**src/rtl/nand_gate_16.sv**
```systemverilog
// nand_gate_16
//   Registered 16-bit bitwise NAND slice for the ALU logic-op group.
//   Operands sampled with in_valid produce ~(in1 & in2) on the next edge.
//
// Build option:
//   NAND_GATE_16_FLAGS_EN  defined   -> zero / all_ones / popcnt registers built
//                          undefined -> those ports tied to 0, no flag flops
//
// Ports:
//   clk        in   clock, rising edge
//   rst_n      in   synchronous active-low reset
//   in1, in2   in   [WIDTH-1:0] operands
//   in_valid   in   operands valid this cycle
//   out        out  [WIDTH-1:0] registered NAND result
//   out_valid  out  out was loaded on the last edge
//   zero       out  registered result == 0        (flags build)
//   all_ones   out  registered result == all ones (flags build)
//   popcnt     out  [4:0] registered count of ones in result (flags build)

module nand_gate_16 #(
    parameter int WIDTH = 16   // only 16 is supported
) (
    input  logic             clk,
    input  logic             rst_n,
    input  logic [WIDTH-1:0] in1,
    input  logic [WIDTH-1:0] in2,
    input  logic             in_valid,
    output logic [WIDTH-1:0] out,
    output logic             out_valid,
    output logic             zero,
    output logic             all_ones,
    output logic [4:0]       popcnt
);

    logic [WIDTH-1:0] nand_d;
    logic [WIDTH-1:0] out_q;
    logic [WIDTH-1:0] out_d;
    logic             out_valid_q;
    logic             out_valid_d;

    assign nand_d = ~(in1 & in2);

    always_comb begin
        out_d       = out_q;
        out_valid_d = 1'b0;
        if (in_valid) begin
            out_d       = nand_d;
            out_valid_d = 1'b1;
        end
    end

    always_ff @(posedge clk) begin
        if (!rst_n) begin
            out_q       <= '0;
            out_valid_q <= 1'b0;
        end else begin
            out_q       <= out_d;
            out_valid_q <= out_valid_d;
        end
    end

    assign out       = out_q;
    assign out_valid = out_valid_q;

`ifdef NAND_GATE_16_FLAGS_EN

    function automatic logic [4:0] count_ones(input logic [WIDTH-1:0] v);
        logic [4:0] c;
        c = '0;
        for (int i = 0; i < WIDTH; i++) begin
            c = c + {4'b0000, v[i]};
        end
        return c;
    endfunction

    logic       zero_q;
    logic       zero_d;
    logic       all_ones_q;
    logic       all_ones_d;
    logic [4:0] popcnt_q;
    logic [4:0] popcnt_d;

    // Flags are derived from the incoming result, not from out_q, so they
    // land on the same edge as the result they describe.
    always_comb begin
        zero_d     = zero_q;
        all_ones_d = all_ones_q;
        popcnt_d   = popcnt_q;
        if (in_valid) begin
            zero_d     = (nand_d == '0);
            all_ones_d = (nand_d == '1);
            popcnt_d   = count_ones(nand_d);
        end
    end

    always_ff @(posedge clk) begin
        if (!rst_n) begin
            zero_q     <= 1'b0;
            all_ones_q <= 1'b0;
            popcnt_q   <= '0;
        end else begin
            zero_q     <= zero_d;
            all_ones_q <= all_ones_d;
            popcnt_q   <= popcnt_d;
        end
    end

    assign zero     = zero_q;
    assign all_ones = all_ones_q;
    assign popcnt   = popcnt_q;

`else

    assign zero     = 1'b0;
    assign all_ones = 1'b0;
    assign popcnt   = 5'd0;

`endif

endmodule

```
**config.mk**
```make
export PLATFORM = sky130hd
export DESIGN_NAME = nand_gate_16
export DESIGN_NICKNAME = d
export VERILOG_FILES = /design/src/rtl/nand_gate_16.sv
export SDC_FILE = /design/constraint.sdc
export NUM_CORES = 1
export LEC_CHECK = 0
export CAP_MARGIN = 20
export CORE_UTILIZATION = 31
export CTS_CLUSTER_SIZE = 8
export DETAILED_ROUTE_END_ITERATION = 16
export PLACE_DENSITY = 0.85
export SLEW_MARGIN = 20
export SYNTH_ARGS = -nofsm -noshare
export SYNTH_HDL_FRONTEND = slang
export SYNTH_SLANG_ARGS = --single-unit
```
**constraint.sdc**
```tcl
create_clock -name clk -period 1 [get_ports clk]
set_input_delay 0.1 -clock clk [delete_from_list [all_inputs] [get_ports clk]]
set_output_delay 0.1 -clock clk [all_outputs]
set_load 0.03 [all_outputs]
```
==> results of run 1 <==
registers in the layout (all words and copies together), names as in the netlist:
signal	cells
out_valid	1
out	16
placed cells by master, fill, tap and decap left out, types with 3 or more instances in the layout:
cell             instances
a31oi_1                 16
buf_4                   18
clkbuf_4                 3
clkdlybuf4s50_1         34
conb_1                   7
dfxtp_1                 17
o21ai_0                  3
o21ai_1                 13
final timing paths:
kind,from,endpoint,slack [ns],depth (start not counted)
max,out[6],out[6],0.11,1
min,in1[5],out[5],0.38,2
max reg2reg,out[15],out[15],0.36,2
min reg2reg,out[7],out[7],0.51,2
power groups by stage:
stage / Combinational, W / Sequential [W] / Clock, W
floorplan: 0.000124 / 0.000869 / 0
global placement: 0.000431 / 0.000768 / 0
detailed placement: 0.000437 / 0.000769 / 0
CTS: 0.000437 / 0.000754 / 0.000363
global route: 0.000464 / 0.000759 / 0.000401
finish: 0.000434 / 0.000754 / 0.000345
metrics by stage:
stage	cells	power, W	hold WS, ns	utilization [%]
after floorplan	68	0.000993	0.207	-
after global placement	135	0.00120	0.494	60.6
after detailed placement	135	0.00121	0.493	60.6
after CTS	139	0.00155	0.372	62.0
after global routing	139	0.00162	0.363	62.0
final	139	0.00153	0.380	62.0
area by class of cell:
type                            count  area [um^2]
Clock buffer                        4         26.3
Fill cell                         166          677
Sequential cell                    17          340
Timing Repair Buffer               53          495
Tap cell                           25         31.3
Multi-Input combinational cell     40          213
kinds of logic (layout without fill, tap and decap cells):
group	count (synthesis)	in the layout	synth area share (%)
other	1	7	0.614
buffers and inverters	11	57	13.1
and+or+nand+nor	1	1	1.03
AOI/OAI and AO/OA	32	32	29.5
DFF	17	17	55.7
metal layers:
metal	share of wire [%]	up-vias
li1	-	321
met1	37	279
met2	57	25
met3	3.9	4
met4	2.3	0
met5	0	-
Yosys cell counts:
library cell,instances
o21ai_0,3
o21ai_1,13
dfxtp_1,17
and2_1,1
a31oi_1,16
conb_1,1
buf_4,10
buf_2,1
==> results.py, run 1 <==
metrics = {
    "worst_setup_path": {
        "worstPathRequired_ns": 0.90,
        "path_class": "flop to output port",
        "critPathMaxFanout": 2,
        "cp.buffers_inverters": 1,
        "cp_slowest_stage_delay_ns": 0.35,
        "crit_family": "flip-flops",
        "crit_slowest_cell": "dfxtp_1",
        "critPathCaptureType": "output port",
        "arrival_ns": 0.79,
        "crit_chain": "buf_4",
        "cp-start-kind": "flop",
    },
    "timing": {
        "finalSetupTns_ns": 0,
        "period_minus_slack_ns": 0.890,
        "hold_viol": 0,
        "fin_crit_sh_pct": 89.0,
        "drv_slew": 0,
        "rsz0062_at_grt": "no",
        "skew_ns": 0,
        "clock.fmax_mhz": 1120,
        "fin_ws_ns": 0.110,
        "final-setup-viol-count": 0,
    },
    "layout": {
        "n_antenna_cell": 0,
        "layout.nets": 150,
        "finalInstanceArea_um2": 1110,
        "areaGrowthSynthToFinish_pct": 81.1,
        "layout-drive-gt1-share_pct": 19.3,
    },
    "route": {
        "dr.pass1.iters": 5,
        "postRouteAntennaNets": 0,
        "wl_per_cell_um": 10.3,
        "drt-initial-drc-count": 1,
        "wirelength_um": 1440,
        "vias": 629,
        "drc": 0,
        "vias_per_cell": 4.53,
    },
    "synth": {
        "postSynthAreaPerCell_um2": 9.85,
        "ys_ff_latch": 17,
        "synth.area.top_cells": "dfxtp_1 56%, a31oi_1 16%, buf_4 12%",
        "syn_inst": 62,
        "syn_area_um2": 611,
        "yosysSeqAreaShare_pct": 55.7,
        "ys.warnings.count": 0,
        "synthDistinctLibCells": 8,
        "synth.top_cell.area_share_pct": 55.7,
        "synth_top_area_cell": "dfxtp_1",
    },
    "global_routing": {
        "antenna_found_initial": 0,
        "grt.met3_usage_pct": 2.35,
        "grt_busiest_layer": "met2",
        "grt_pass1_vias": 605,
        "grt_pass1_wl_um": 2420,
        "grt_start_max_net_pins": 34,
        "overflow": 0,
        "grt_use_total_pct": 16.0,
        "grt_use_met1_pct": 16.7,
        "use_met2_pct": 28.9,
    },
    "pwr": {
        "p_seq_share_pct": 49.2,
        "powerDensity_nw_per_um2": 1390,
        "p_sw_w": 0.000434,
        "comb_power_share_pct": 28.3,
        "ir_drop_mv": 0.721,
        "power_leakage_nw": 0.460,
        "p_int_w": 0.00110,
        "p_clk_share_pct": 22.5,
        "swShare_pct": 28.3,
    },
    "floorplanning": {
        "core-area_um2": 1780,
        "io_pins": 59,
        "fp.dieW_um": 46.4,
        "die_area_um2": 2150,
        "die_y_um": 46.4,
        "start_util_pct": 34.2,
        "rows": 15,
    },
    "clock_network": {
        "cts.sinks": 17,
        "insertion_delay_ns": 0.27,
        "postCtsSetupBuffers": 0,
        "cts_made_buffers": 3,
        "root_buffer": "clkbuf_4",
        "cts_tree": "built",
        "ctsLongestPathBuffers": 2,
        "hold_buffers": 0,
        "htreeDepth": 1,
        "clk_pin_slew_ns": 0.09,
        "cts_resized": 0,
    },
    "job": {
        "drv_cap": 0,
    },
    "placed_design": {
        "io_buffers": 51,
        "dp_hpwl_um": 1160,
        "dpl_cell_area_um2": 1080,
        "gp_congestion": 0.687,
        "dp_slack_ns": -0.125,
    },
    "min_path": {
        "min_path_type": "input port to flop",
    },
    "status": {
        "status": "completed",
    },
}
No activity file was read; power rests on OpenSTA's default activity.
==> inputs of run 2 (changes only) <==
--- a/config.mk
+++ b/config.mk
@@ -7,8 +7,8 @@
 export LEC_CHECK = 0
 export CAP_MARGIN = 20
 export CORE_UTILIZATION = 31
-export CTS_CLUSTER_SIZE = 8
 export DETAILED_ROUTE_END_ITERATION = 16
+export GPL_TIMING_DRIVEN = 0
 export PLACE_DENSITY = 0.85
 export SLEW_MARGIN = 20
 export SYNTH_ARGS = -nofsm -noshare
==> results.py, run 2 (synthesis results as in run 1) <==
metrics = {
    "floorplanning": {
        "start_util_pct": 34.2,
        "io_pins": 59,
        "die_area_um2": 2150,
        "rows": 15,
        "die_y_um": 46.4,
        "core-area_um2": 1780,
        "fp.dieW_um": 46.4,
    },
    "worst_setup_path": {
        "crit_family": "flip-flops",
        "arrival_ns": 0.82,
        "cp.buffers_inverters": 1,
        "path_class": "flop to output port",
        "critPathMaxFanout": 2,
        "crit_slowest_cell": "dfxtp_1",
        "cp_slowest_stage_delay_ns": 0.34,
        "cp-start-kind": "flop",
        "critPathCaptureType": "output port",
        "crit_chain": "buf_2",
        "worstPathRequired_ns": 0.90,
    },
    "layout": {
        "largest_reg_flops": 16,
        "layout.nets": 159,
        "areaGrowthSynthToFinish_pct": 83.4,
        "final_cell_mix": "33 x clkdlybuf4s50_1, 18 x buf_2, 17 x dfxtp_1",
        "stdcell_count": 148,
        "layout_commonest_cell": "clkdlybuf4s50_1",
        "layout-drive-gt1-share_pct": 26.0,
        "n_antenna_cell": 0,
        "n_fill_cell": 178,
    },
    "pwr": {
        "ir_drop_mv": 0.727,
        "power_leakage_nw": 0.507,
        "powerDensity_nw_per_um2": 1370,
    },
    "timing": {
        "skew_ns": 0,
        "worst_hold_slack_ns": 0.216,
        "period_minus_slack_ns": 0.924,
        "clock.fmax_mhz": 1080,
        "drv_slew": 0,
        "final-setup-viol-count": 0,
        "rsz0062_at_grt": "no",
        "hold_viol": 0,
        "fin_crit_sh_pct": 92.4,
    },
    "route": {
        "drt-initial-drc-count": 5,
        "wl_per_cell_um": 11.0,
        "vias_per_cell": 4.49,
        "postRouteAntennaNets": 0,
        "drc": 0,
        "wirelength_um": 1630,
        "vias": 665,
        "dr.pass1.iters": 3,
    },
    "global_routing": {
        "grt_pass1_vias": 605,
        "antenna_found_initial": 0,
        "grt_use_total_pct": 17.5,
        "grt_start_max_net_pins": 11,
        "grt_pass1_wl_um": 2580,
        "overflow": 0,
    },
    "placed_design": {
        "dpl.cell_count": 144,
        "io_buffers": 51,
        "dp_hpwl_um": 1310,
        "gp_congestion": 0.681,
    },
    "clock_network": {
        "cts_made_buffers": 3,
        "ctsLongestPathBuffers": 2,
        "insertion_delay_ns": 0.28,
        "clk_pin_slew_ns": 0.10,
        "root_buffer": "clkbuf_4",
        "htreeDepth": 1,
        "cts.sinks": 17,
        "postCtsSetupBuffers": 0,
        "cts_tree": "built",
    },
    "status": {
        "status": "completed",
    },
    "job": {
        "drv_cap": 0,
    },
    "min_path": {
        "min_path_type": "input port to flop",
    },
}
[run 2: changes by cell type in the layout (fill, tap and decap cells not counted)]
cell | before | now
buf_12 | 1 | 0
buf_2 | 0 | 18
buf_4 | 18 | 10
clkbuf_1 | 1 | 0
clkdlybuf4s50_1 | 34 | 33
clkinv_2 | 0 | 1
dlymetal6s2s_1 | 0 | 1
[run 2: repair_timing]
action,CTS,global route
setup endpoints to repair,17,2
resized for setup,83,3
hold buffers,0,0
cloned,0,0
[run 2: metrics by stage]
| stage | cell area [um^2] | TNS, ns | setup WS (ns) | total power, W | utilization [%] |
|---|---|---|---|---|---|
| global route | 1120 | 0 | 0.0198 | 0.00162 | 62.8 |
| finish | 1120 | 0 | 0.0762 | 0.00154 | 62.8 |
| floorplan | 633 | 0 | 0.218 | 0.000993 | - |
| CTS | 1120 | 0 | 0.00602 | 0.00155 | 63.0 |
| global placement | 1170 | -3.75 | -0.191 | 0.00124 | 65.9 |
| detailed placement | 1170 | -4.28 | -0.208 | 0.00125 | 65.9 |
[run 2: path summary, 6_finish.rpt]
path,from,to,slack [ns],depth (start not counted)
max reg2reg,out[0],out[0],0.35,2
max,out[12],out[12],0.08,1
min,rst_n,out[2],0.22,3
min reg2reg,out[11],out[11],0.51,2
[run 2: area by class of cell]
cell class	instances	area, um^2	share of cell area [%]
plain buffers	11	80.1	7.15
clock buffers	3	22.5	2.01
clock inverters	1	5.00	0.447
multi-input cells	40	213	19.0
flip-flops and latches	17	340	30.4
well taps	25	31.3	2.79
repair buffers	51	428	38.2
[run 2: tightest hold or removal path: cells and delay by family]
kind / cells / cell delay [ns]
AOI/OAI and AO/OA: 2 / 0.15
buffers and inverters: 1 / 0.20
[run 2: power by group]
group	switching (W)	internal (W)	total (W)
Sequential	0.0000216	0.000728	0.000750
Combinational	0.000227	0.000204	0.000431
Clock	0.000207	0.000148	0.000355
Total	0.000456	0.00108	0.00154
[run 2: metal layers]
| layer | track usage [%] | part of all wire, % | vias up | routed length (um) |
|---|---|---|---|---|
| met5 | 0 | 0 | - | 0 |
| met4 | 10.6 | 2.5 | 0 | 40 |
| met3 | 5.10 | 6.0 | 4 | 98 |
| met2 | 30.0 | 52 | 31 | 852 |
| met1 | 18.5 | 39 | 293 | 635 |
| li1 | - | - | 337 | - |
==> inputs of run 3 (changes only) <==
--- a/config.mk
+++ b/config.mk
@@ -6,6 +6,7 @@
 export NUM_CORES = 1
 export LEC_CHECK = 0
 export CAP_MARGIN = 20
+export CORE_MARGIN = 2
 export CORE_UTILIZATION = 31
 export DETAILED_ROUTE_END_ITERATION = 16
 export GPL_TIMING_DRIVEN = 0
==> results.py, run 3 (synthesis results as in run 1) <==
metrics = {
    "floorplanning": {
        "start_util_pct": 32.1,
        "core-area_um2": 1900,
        "die_y_um": 48.4,
        "rows": 16,
        "io_pins": 59,
        "die_area_um2": 2340,
        "fp.dieW_um": 48.4,
    },
    "timing": {
        "rsz0062_at_grt": "no",
        "fin_ws_ns": 0.0598,
        "hold_viol": 0,
        "clock.fmax_mhz": 1060,
        "skew_ns": 0,
        "final-setup-viol-count": 0,
        "drv_slew": 0,
        "finalSetupTns_ns": 0,
        "fin_crit_sh_pct": 94.0,
        "period_minus_slack_ns": 0.940,
    },
    "route": {
        "drc": 0,
        "vias": 682,
        "drt-initial-drc-count": 12,
        "wirelength_um": 1860,
        "postRouteAntennaNets": 0,
        "wl_per_cell_um": 12.4,
        "dr.pass1.iters": 4,
        "vias_per_cell": 4.55,
    },
    "pwr": {
        "p_sw_w": 0.000453,
        "ir_drop_mv": 0.655,
        "comb_power_share_pct": 28.2,
        "swShare_pct": 29.4,
        "p_seq_share_pct": 48.8,
        "power_leakage_nw": 0.504,
        "p_int_w": 0.00109,
        "p_total_w": 0.00154,
        "powerDensity_nw_per_um2": 1370,
        "p_clk_share_pct": 23.0,
    },
    "worst_setup_path": {
        "crit_path_start": "out[15]",
        "ff2ff_setup_slack_ns": 0.28,
        "critPathMaxFanout": 2,
        "cp.buffers_inverters": 1,
        "cp_slowest_stage_delay_ns": 0.36,
        "critPathCaptureType": "output port",
        "crit_cells": 1,
        "reg2reg_to": "out[15]",
        "endpoint": "out[15]",
        "path_class": "flop to output port",
        "cp-start-kind": "flop",
        "crit_family": "flip-flops",
        "rr_startpoint": "out[15]",
        "crit_slowest_cell": "dfxtp_1",
        "crit_chain": "buf_2",
        "worstPathRequired_ns": 0.90,
        "arrival_ns": 0.84,
        "rr_worst_depth": 2,
    },
    "clock_network": {
        "cts_made_buffers": 3,
        "cts_tree": "built",
        "root_buffer": "clkbuf_4",
        "clk_pin_slew_ns": 0.10,
        "ctsLongestPathBuffers": 2,
        "htreeDepth": 1,
        "hold_buffers": 0,
        "cts.sinks": 17,
        "insertion_delay_ns": 0.28,
    },
    "layout": {
        "largest_reg_flops": 16,
        "fin_util_pct": 58.9,
        "areaGrowthSynthToFinish_pct": 83.6,
        "multi_input_comb_area_um2": 213,
        "layout.nets": 159,
        "n_antenna_cell": 0,
        "regArea_um2": 340,
        "layout_commonest_cell": "clkdlybuf4s50_1",
        "n_fill_cell": 166,
        "final_cell_mix": "33 x clkdlybuf4s50_1, 18 x buf_2, 17 x dfxtp_1",
        "layout-drive-gt1-share_pct": 25.2,
    },
    "placed_design": {
        "gp_congestion": 0.780,
        "dp_hpwl_um": 1520,
        "io_buffers": 51,
        "dp_slack_ns": -0.261,
    },
    "status": {
        "status": "completed",
    },
    "job": {
        "drv_cap": 0,
    },
    "min_path": {
        "holdPathStages": 3,
        "min_path_type": "input port to flop",
    },
    "global_routing": {
        "grt_pass1_wl_um": 2990,
        "grt_use_total_pct": 17.0,
        "grt_start_max_net_pins": 11,
        "antenna_found_initial": 0,
        "grt_pass1_vias": 636,
        "overflow": 0,
    },
}
run 3: worst min-delay path: cells and delay by family:
kind / cells / cell delay, ns
buffers and inverters: 1 / 0.20
AO/OA/AOI/OAI: 2 / 0.15
run 3: layout make-up:
type / instances / share of cell area [%]
well taps: 27 / 3.01
multi-input cells: 40 / 19.0
repair buffers: 51 / 38.2
plain buffers: 11 / 7.14
clock buffers: 4 / 2.34
flip-flops and latches: 17 / 30.4
run 3: power by group through the flow:
stage	Clock [W]	Combinational [W]	Sequential, W
global route	0.000403	0.000462	0.000757
CTS	0.000373	0.000438	0.000751
global placement	0	0.000474	0.000767
detailed placement	0	0.000482	0.000769
floorplan	0	0.000124	0.000869
finish	0.000355	0.000434	0.000751
run 3: layer usage:
layer  part of all wire (%)  global-route usage [%]  up-vias
met5                      0                       0        -
met4                    3.7                    11.9        0
met3                    5.1                    4.32        6
met2                     55                    31.0       29
met1                     36                    16.7      307
li1                       -                       -      340
run 3: how the worst min path moves through the flow:
stage             from  endpoint  slack, ns
6_report         rst_n   out[13]       0.21
5_1_grt          rst_n    out[3]       0.23
4_1_cts         in2[6]    out[6]       0.37
3_5_place_dp    out[6]    out[6]       0.50
3_3_place_gp   out[12]   out[12]       0.49
2_1_floorplan   in2[0]    out[0]       0.21
run 3: stage by stage:
stage / area [um^2] / hold slack (ns) / std cells
floorplan: 633 / 0.207 / 68
global placement: 1180 / 0.491 / 146
detailed placement: 1180 / 0.501 / 146
CTS: 1120 / 0.370 / 150
global route: 1120 / 0.233 / 150
finish: 1120 / 0.213 / 150
run 3: repair_timing:
item | in CTS | in global routing
setup buffers | 0 | 0
gates resized for setup | 83 | 3
endpoints found under the setup margin | 17 | 3
